--- src/rtl/nexys_input_scanner_pkg.sv ---
// Shared constants for the Nexys A7 board input path: switch/button counts,
// button bit positions and the default debounce interval.
package swervolf_io_pkg;

  localparam int N_SW  = 16;
  localparam int N_BTN = 5;
  localparam int N_IN  = N_SW + N_BTN;

  // 10 ms at a 100 MHz core clock
  localparam int DEBOUNCE_CYCLES_DEFAULT = 1000000;

  localparam int BTN_C = 16;
  localparam int BTN_U = 17;
  localparam int BTN_L = 18;
  localparam int BTN_R = 19;
  localparam int BTN_D = 20;

  // Counter width for a debounce interval; never narrower than one bit.
  function automatic int deb_cnt_w(input int cycles);
    return ($clog2(cycles) < 1) ? 1 : $clog2(cycles);
  endfunction

endpackage

--- src/rtl/nexys_input_scanner_if.sv ---
// Signal bundle between board-side inputs/CPU controls and the input scanner.
interface nexys_input_scanner_if #(
  parameter int N_IN = 21
);
  // No handshake: every output is a level that is valid on every clk_core cycle;
  // i_clr is a single-cycle pulse and i_clr_mask is only looked at while it is high.
  logic [N_IN-1:0] i_raw;
  logic            i_clr;
  logic [N_IN-1:0] i_clr_mask;
  logic [N_IN-1:0] i_irq_mask;
  logic [N_IN-1:0] o_level;
  logic [N_IN-1:0] o_rise;
  logic [N_IN-1:0] o_fall;
  logic            o_irq;

  modport master (
    output i_raw, i_clr, i_clr_mask, i_irq_mask,
    input  o_level, o_rise, o_fall, o_irq
  );

  modport slave (
    input  i_raw, i_clr, i_clr_mask, i_irq_mask,
    output o_level, o_rise, o_fall, o_irq
  );
endinterface

--- src/rtl/nexys_input_scanner_debounce.sv ---
// One-bit synchronizer + debouncer: accepts a new level after it has been
// stable for DEBOUNCE_CYCLES samples and pulses accept_rise/accept_fall once.
module io_debounce_bit
  import swervolf_io_pkg::*;
#(
  parameter int   DEBOUNCE_CYCLES = DEBOUNCE_CYCLES_DEFAULT,
  parameter logic RESET_BIT       = 1'b0
) (
  input  logic clk_core,
  input  logic rstn,
  input  logic raw,
  output logic level,
  output logic accept_rise,
  output logic accept_fall
);

  localparam int            CW       = deb_cnt_w(DEBOUNCE_CYCLES);
  localparam logic [CW-1:0] CNT_LAST = CW'(DEBOUNCE_CYCLES - 1);

  logic          s1;
  logic          s2;
  logic [CW-1:0] cnt;
  logic          accept;

  // The counter is cleared on acceptance, so it never needs to wrap.
  assign accept      = (s2 != level) && (cnt == CNT_LAST);
  assign accept_rise = accept & s2;
  assign accept_fall = accept & ~s2;

  always_ff @(posedge clk_core or negedge rstn) begin
    if (!rstn) begin
      s1    <= RESET_BIT;
      s2    <= RESET_BIT;
      level <= RESET_BIT;
      cnt   <= '0;
    end else begin
      s1 <= raw;
      s2 <= s1;
      if (s2 == level) begin
        cnt <= '0;
      end else if (accept) begin
        level <= s2;
        cnt   <= '0;
      end else begin
        cnt <= cnt + CW'(1);
      end
    end
  end

endmodule

--- src/rtl/nexys_input_scanner.sv ---
// Board input scanner: per-bit debounce, sticky rise/fall event capture with
// masked clear, and a registered maskable level interrupt.
module nexys_input_scanner
  import swervolf_io_pkg::*;
#(
  parameter int              N_IN            = swervolf_io_pkg::N_IN,
  parameter int              DEBOUNCE_CYCLES = DEBOUNCE_CYCLES_DEFAULT,
  parameter logic [N_IN-1:0] RESET_LEVEL     = '0
) (
  input  logic                  clk_core,
  input  logic                  rstn,
  nexys_input_scanner_if.slave  bus
);

  logic [N_IN-1:0] level;
  logic [N_IN-1:0] acc_rise;
  logic [N_IN-1:0] acc_fall;
  logic [N_IN-1:0] rise_q;
  logic [N_IN-1:0] fall_q;
  logic [N_IN-1:0] clr_vec;
  logic            irq_q;

  for (genvar g = 0; g < N_IN; g++) begin : g_bit
    io_debounce_bit #(
      .DEBOUNCE_CYCLES (DEBOUNCE_CYCLES),
      .RESET_BIT       (RESET_LEVEL[g])
    ) u_deb (
      .clk_core    (clk_core),
      .rstn        (rstn),
      .raw         (bus.i_raw[g]),
      .level       (level[g]),
      .accept_rise (acc_rise[g]),
      .accept_fall (acc_fall[g])
    );
  end

  assign clr_vec = bus.i_clr ? bus.i_clr_mask : '0;

  // A new event is OR-ed in after the clear, so a coincident set wins.
  always_ff @(posedge clk_core or negedge rstn) begin
    if (!rstn) begin
      rise_q <= '0;
      fall_q <= '0;
      irq_q  <= 1'b0;
    end else begin
      rise_q <= (rise_q & ~clr_vec) | acc_rise;
      fall_q <= (fall_q & ~clr_vec) | acc_fall;
      irq_q  <= |((rise_q | fall_q) & bus.i_irq_mask);
    end
  end

  assign bus.o_level = level;
  assign bus.o_rise  = rise_q;
  assign bus.o_fall  = fall_q;
  assign bus.o_irq   = irq_q;

endmodule
--- src/flat_wrapper.sv ---
// flat-port wrapper written by rule: the top's interface ports become plain ports
module nexys_input_scanner_flat import swervolf_io_pkg::*;
#(
  parameter int              N_IN            = swervolf_io_pkg::N_IN,
  parameter int              DEBOUNCE_CYCLES = DEBOUNCE_CYCLES_DEFAULT,
  parameter logic [N_IN-1:0] RESET_LEVEL     = '0
)
  (clk_core, rstn, bus_i_raw, bus_i_clr, bus_i_clr_mask, bus_i_irq_mask, bus_o_level, bus_o_rise, bus_o_fall, bus_o_irq);
  nexys_input_scanner_if #(.N_IN(N_IN)) bus_i ();
  input  logic clk_core;
  input  logic rstn;
  input wire logic [$bits(bus_i.i_raw)-1:0] bus_i_raw;
  input wire logic [$bits(bus_i.i_clr)-1:0] bus_i_clr;
  input wire logic [$bits(bus_i.i_clr_mask)-1:0] bus_i_clr_mask;
  input wire logic [$bits(bus_i.i_irq_mask)-1:0] bus_i_irq_mask;
  output wire logic [$bits(bus_i.o_level)-1:0] bus_o_level;
  output wire logic [$bits(bus_i.o_rise)-1:0] bus_o_rise;
  output wire logic [$bits(bus_i.o_fall)-1:0] bus_o_fall;
  output wire logic [$bits(bus_i.o_irq)-1:0] bus_o_irq;
  assign bus_i.i_raw = bus_i_raw;
  assign bus_i.i_clr = bus_i_clr;
  assign bus_i.i_clr_mask = bus_i_clr_mask;
  assign bus_i.i_irq_mask = bus_i_irq_mask;
  assign bus_o_level = bus_i.o_level;
  assign bus_o_rise = bus_i.o_rise;
  assign bus_o_fall = bus_i.o_fall;
  assign bus_o_irq = bus_i.o_irq;
  nexys_input_scanner #(.N_IN(N_IN), .DEBOUNCE_CYCLES(DEBOUNCE_CYCLES), .RESET_LEVEL(RESET_LEVEL)) u_core (.clk_core(clk_core), .rstn(rstn), .bus(bus_i));
endmodule
--- config.mk ---
export PLATFORM = sky130hd
export DESIGN_NAME = nexys_input_scanner_flat
export DESIGN_NICKNAME = d
export VERILOG_FILES = /design/src/rtl/nexys_input_scanner_pkg.sv /design/src/rtl/nexys_input_scanner_if.sv /design/src/rtl/nexys_input_scanner_debounce.sv /design/src/rtl/nexys_input_scanner.sv /design/src/flat_wrapper.sv
export SDC_FILE = /design/constraint.sdc
export NUM_CORES = 1
export LEC_CHECK = 0
export CORE_ASPECT_RATIO = 1.1
export CORE_MARGIN = 2
export CORE_UTILIZATION = 45
export CTS_BUF_LIST = sky130_fd_sc_hd__clkbuf_16
export CTS_CLUSTER_DIAMETER = 40
export DETAILED_ROUTE_END_ITERATION = 8
export HOLD_SLACK_MARGIN = 0.12
export PLACE_DENSITY = 0.68
export SYNTH_ARGS = -nofsm -noshare
export SYNTH_HDL_FRONTEND = slang
export SYNTH_SLANG_ARGS = --single-unit
--- constraint.sdc ---
create_clock -name clk_core -period 6.1 [get_ports clk_core]
set_input_delay 1.22 -clock clk_core [delete_from_list [all_inputs] [get_ports clk_core]]
set_output_delay 1.22 -clock clk_core [all_outputs]
set_load 0.01 [all_outputs]
==> results.md <==
* P per Cell Area at 281.0 nW/um2
* Startpoint Class: register
* Worst-Skew Late Latency at 0.60 ns
* Crit path max fanout at 3
* Clock Skew at 0.02101 ns
* HP Class: register to register
* Synth Register Bits at 526
* Vias in the first global route at 18956
* Post-synth top cells: dfrtp_1 (526), nor2_1 (356), xnor2_1 (177), nand2_1 (172), nand3_1 (151)
* Initial DRC count at 1211
* Buf/Inv on CP at 1
* Avg Synthesized Cell Area at 9.823 um2
* Storage cell area at 13160 um2
* Post-synth ARST share at 100.0%
* Setup CP Type: register to output port
* Effective utilization at floorplan at 45.53%
* Remaining DRCs at 0
* Cells after Synth at 2542
* Grt met2 use at 30.33%
* Synth unique cells at 53
* Diodes inserted at 0
* Drt first pass iters at 5
* Met3 Usage GRT at 4.072%
* Final Hold Slack at 0.3384 ns
* CTS root buf: clkbuf_16
* Relative slew margins at 38.93%
* Routed WL per cell at 15.28 um
* Cell Chain, Critical Path: clkdlybuf4s50_1
* WP data required at 4.88 ns
* CP Capture Type: output port
* Layout area overhead at 18.44%
* Fin. max-slew vios at 0
* Clk buf depth at 3
* Gr usage total at 18.90%
* Ys Warns at 0
* Ports at 130
* Post-synth top area cell: dfrtp_1
* Fin. Hold Viols at 0
* Port buffer count at 129
* Synth Flop Type: dfrtp_1
* DIE AREA at 57390 um2
* Nets at 2767
* Row count at 90
* Vias per cell at 5.518
* Top-count cell post-synth: dfrtp_1
* Met1 Usage GRT at 25.36%
* Fmax at 338.9 MHz
* Initial antenna violation count at 1
* Placeable Area at 54840 um2
* Critical-path top delay cell: clkdlybuf4s50_1
* Post-DP HPWL at 35490 um
* Tcrit/Tclk final at 48.37%
* Synth area leaders: dfrtp_1 (53%), xnor2_1 (6.2%), nor2_1 (5.4%)
* Die Width at 228.6 um
* Clock sinks at 526
* Layer with the highest usage: met2
* Total CTS buffers at 79
* Resize count post-CTS at 0
* RSZ-0062 raised after global routing: false
* Mapped Nets at 2629
* Post-CTS setup buffers at 0
* Worst vdd ir at 0.2800 mV
* Number of fillers in the final layout at 4864
* LEAKAGE at 11.85 nW
* Share of cells above drive strength 1 at 6.888%
* Synth top area share at 52.71%
* Overflow after GRT at 0
* DIE HEIGHT at 251.1 um
* Fin crit period at 2.950 ns
* Status: complete, no violations
* Setup_tns at 0 ns
* Mapped Area at 24970 um2
* Clock slew at reported path FFs at 0.05 ns
* Number of synthesized flops with an enable pin at 0
* Critical Path AT at 1.73 ns
* Hold_buf cts at 0
* Routed WL at 53180 um
* Crit-path leading delay family: buffers and inverters
* Largest net degree at the start of global routing at 142
* Placer Congestion at 0.8289
* Area of the multi-input gates at 10970 um2
* Worst-Margin Slew at 0.9160 ns
* Register area share after synthesis at 52.71%
* Max cap viols at 0
* First-pass GRT wire length at 91630 um
* Via count at 19204
* Max stage delay on crit path at 0.60 ns
* H-tree levels at 3
* Detail Route Antenna Nets at 0
* CTS tree: yes
* Finish-stage setup viols at 0
==> power breakdown <==
part	internal (mW)	total [mW]	switching [mW]
logic	0.0884	0.251	0.162
registers	3.54	3.59	0.0485
clock network	2.82	4.47	1.65
==> layout by cell type, fill, tap and decap left out, drive strengths merged, types with 5 or more instances in the layout <==
master         synthesis  layout
nor4b                 13      13
nand2                172     172
a32o                  16      16
or3                   56      56
nor4                  67      67
and4                  28      28
buf                   31      19
or4b                   7       7
nor3                  63      63
bufinv                 0       8
mux2                  10      10
o31ai                 54      54
clkbuf                58      83
and3                  32      32
ha                    21      21
nand4b                 5       5
dfrtp                526     526
inv                  110     135
clkdlybuf4s50          0     127
o21ai                108     108
clkinv                 0      22
xnor2                177     177
clkinvlp               0       7
mux2i                 10      10
nor2                 356     356
and3b                  5       5
or4                   76      76
nand3                153     153
or2                   18      18
a21oi                108     108
and2                   6       6
nand3b                15      15
xor2                 113     113
nand4                102     102
==> metrics by stage <==
step                      cell area, um2  total power, mW  utilization (%)  setup WS [ns]  std cells
final                              29580            8.311            53.93          3.150       3480
after floorplan                    24970            3.746                -          4.017       2542
after CTS                          29580            8.449            53.93          3.112       3480
after global routing               29580            8.656            53.93          3.089       3480
after global placement             26920            3.896            49.09          3.244       3335
after detailed placement           26920            3.906            49.09          3.307       3335
==> per-layer routing <==
layer	wire, um	up-vias	share of wire, %
met4	1322	0	2.5
met1	24140	9542	45
met5	0	-	0
met3	2790	77	5.2
li1	-	9249	-
met2	24920	336	47
==> flip-flops by register name, indices dropped and copies added, names as in the netlist <==
register / count
u_core.bus.o_irq: 1
u_core.bus.o_rise: 21
u_core.bus.o_fall: 21
u_core.g_bit.u_deb.s1: 21
u_core.g_bit.u_deb.s2: 21
u_core.g_bit.u_deb.level: 21
u_core.g_bit.u_deb.cnt: 420
==> area by class of cell <==
cell class | instances | area share, %
well taps | 736 | 3.114
multi-input cells | 1817 | 37.09
inverters | 110 | 1.396
flip-flops and latches | 526 | 44.50
repair buffers | 146 | 4.924
clock inverters | 62 | 1.950
clock buffers | 83 | 7.023
==> final timing paths <==
kind                                                   to  depth (start not counted)  slack [ns]                          start
max                                         bus_o_rise[1]                          1        3.15           u_core.bus.o_rise[1]
min                             u_core.g_bit[18].u_deb.s2                          0        0.34      u_core.g_bit[18].u_deb.s1
max reg2reg                 u_core.g_bit[11].u_deb.cnt[3]                          5        3.62  u_core.g_bit[11].u_deb.cnt[0]
min reg2reg                     u_core.g_bit[18].u_deb.s2                          0        0.34      u_core.g_bit[18].u_deb.s1
max in group asynchronous  u_core.g_bit[13].u_deb.cnt[17]                          2        4.02                           rstn
min in group asynchronous  u_core.g_bit[16].u_deb.cnt[11]                          1        0.72                           rstn
==> logic make-up (layout without fill, tap and decap cells) <==
kind of cell | after synthesis | after routing | share of synthesized area, %
buffers and inverters | 199 | 401 | 3.357
flip-flops | 526 | 526 | 52.71
adder cells (fa/ha/maj) | 21 | 21 | 1.052
XOR/XNOR | 290 | 290 | 10.17
AND/OR/NAND/NOR | 1186 | 1186 | 24.70
AO/OA/AOI/OAI | 300 | 300 | 7.150
multiplexers | 20 | 20 | 0.8519
No activity file was read; power rests on OpenSTA's default activity.
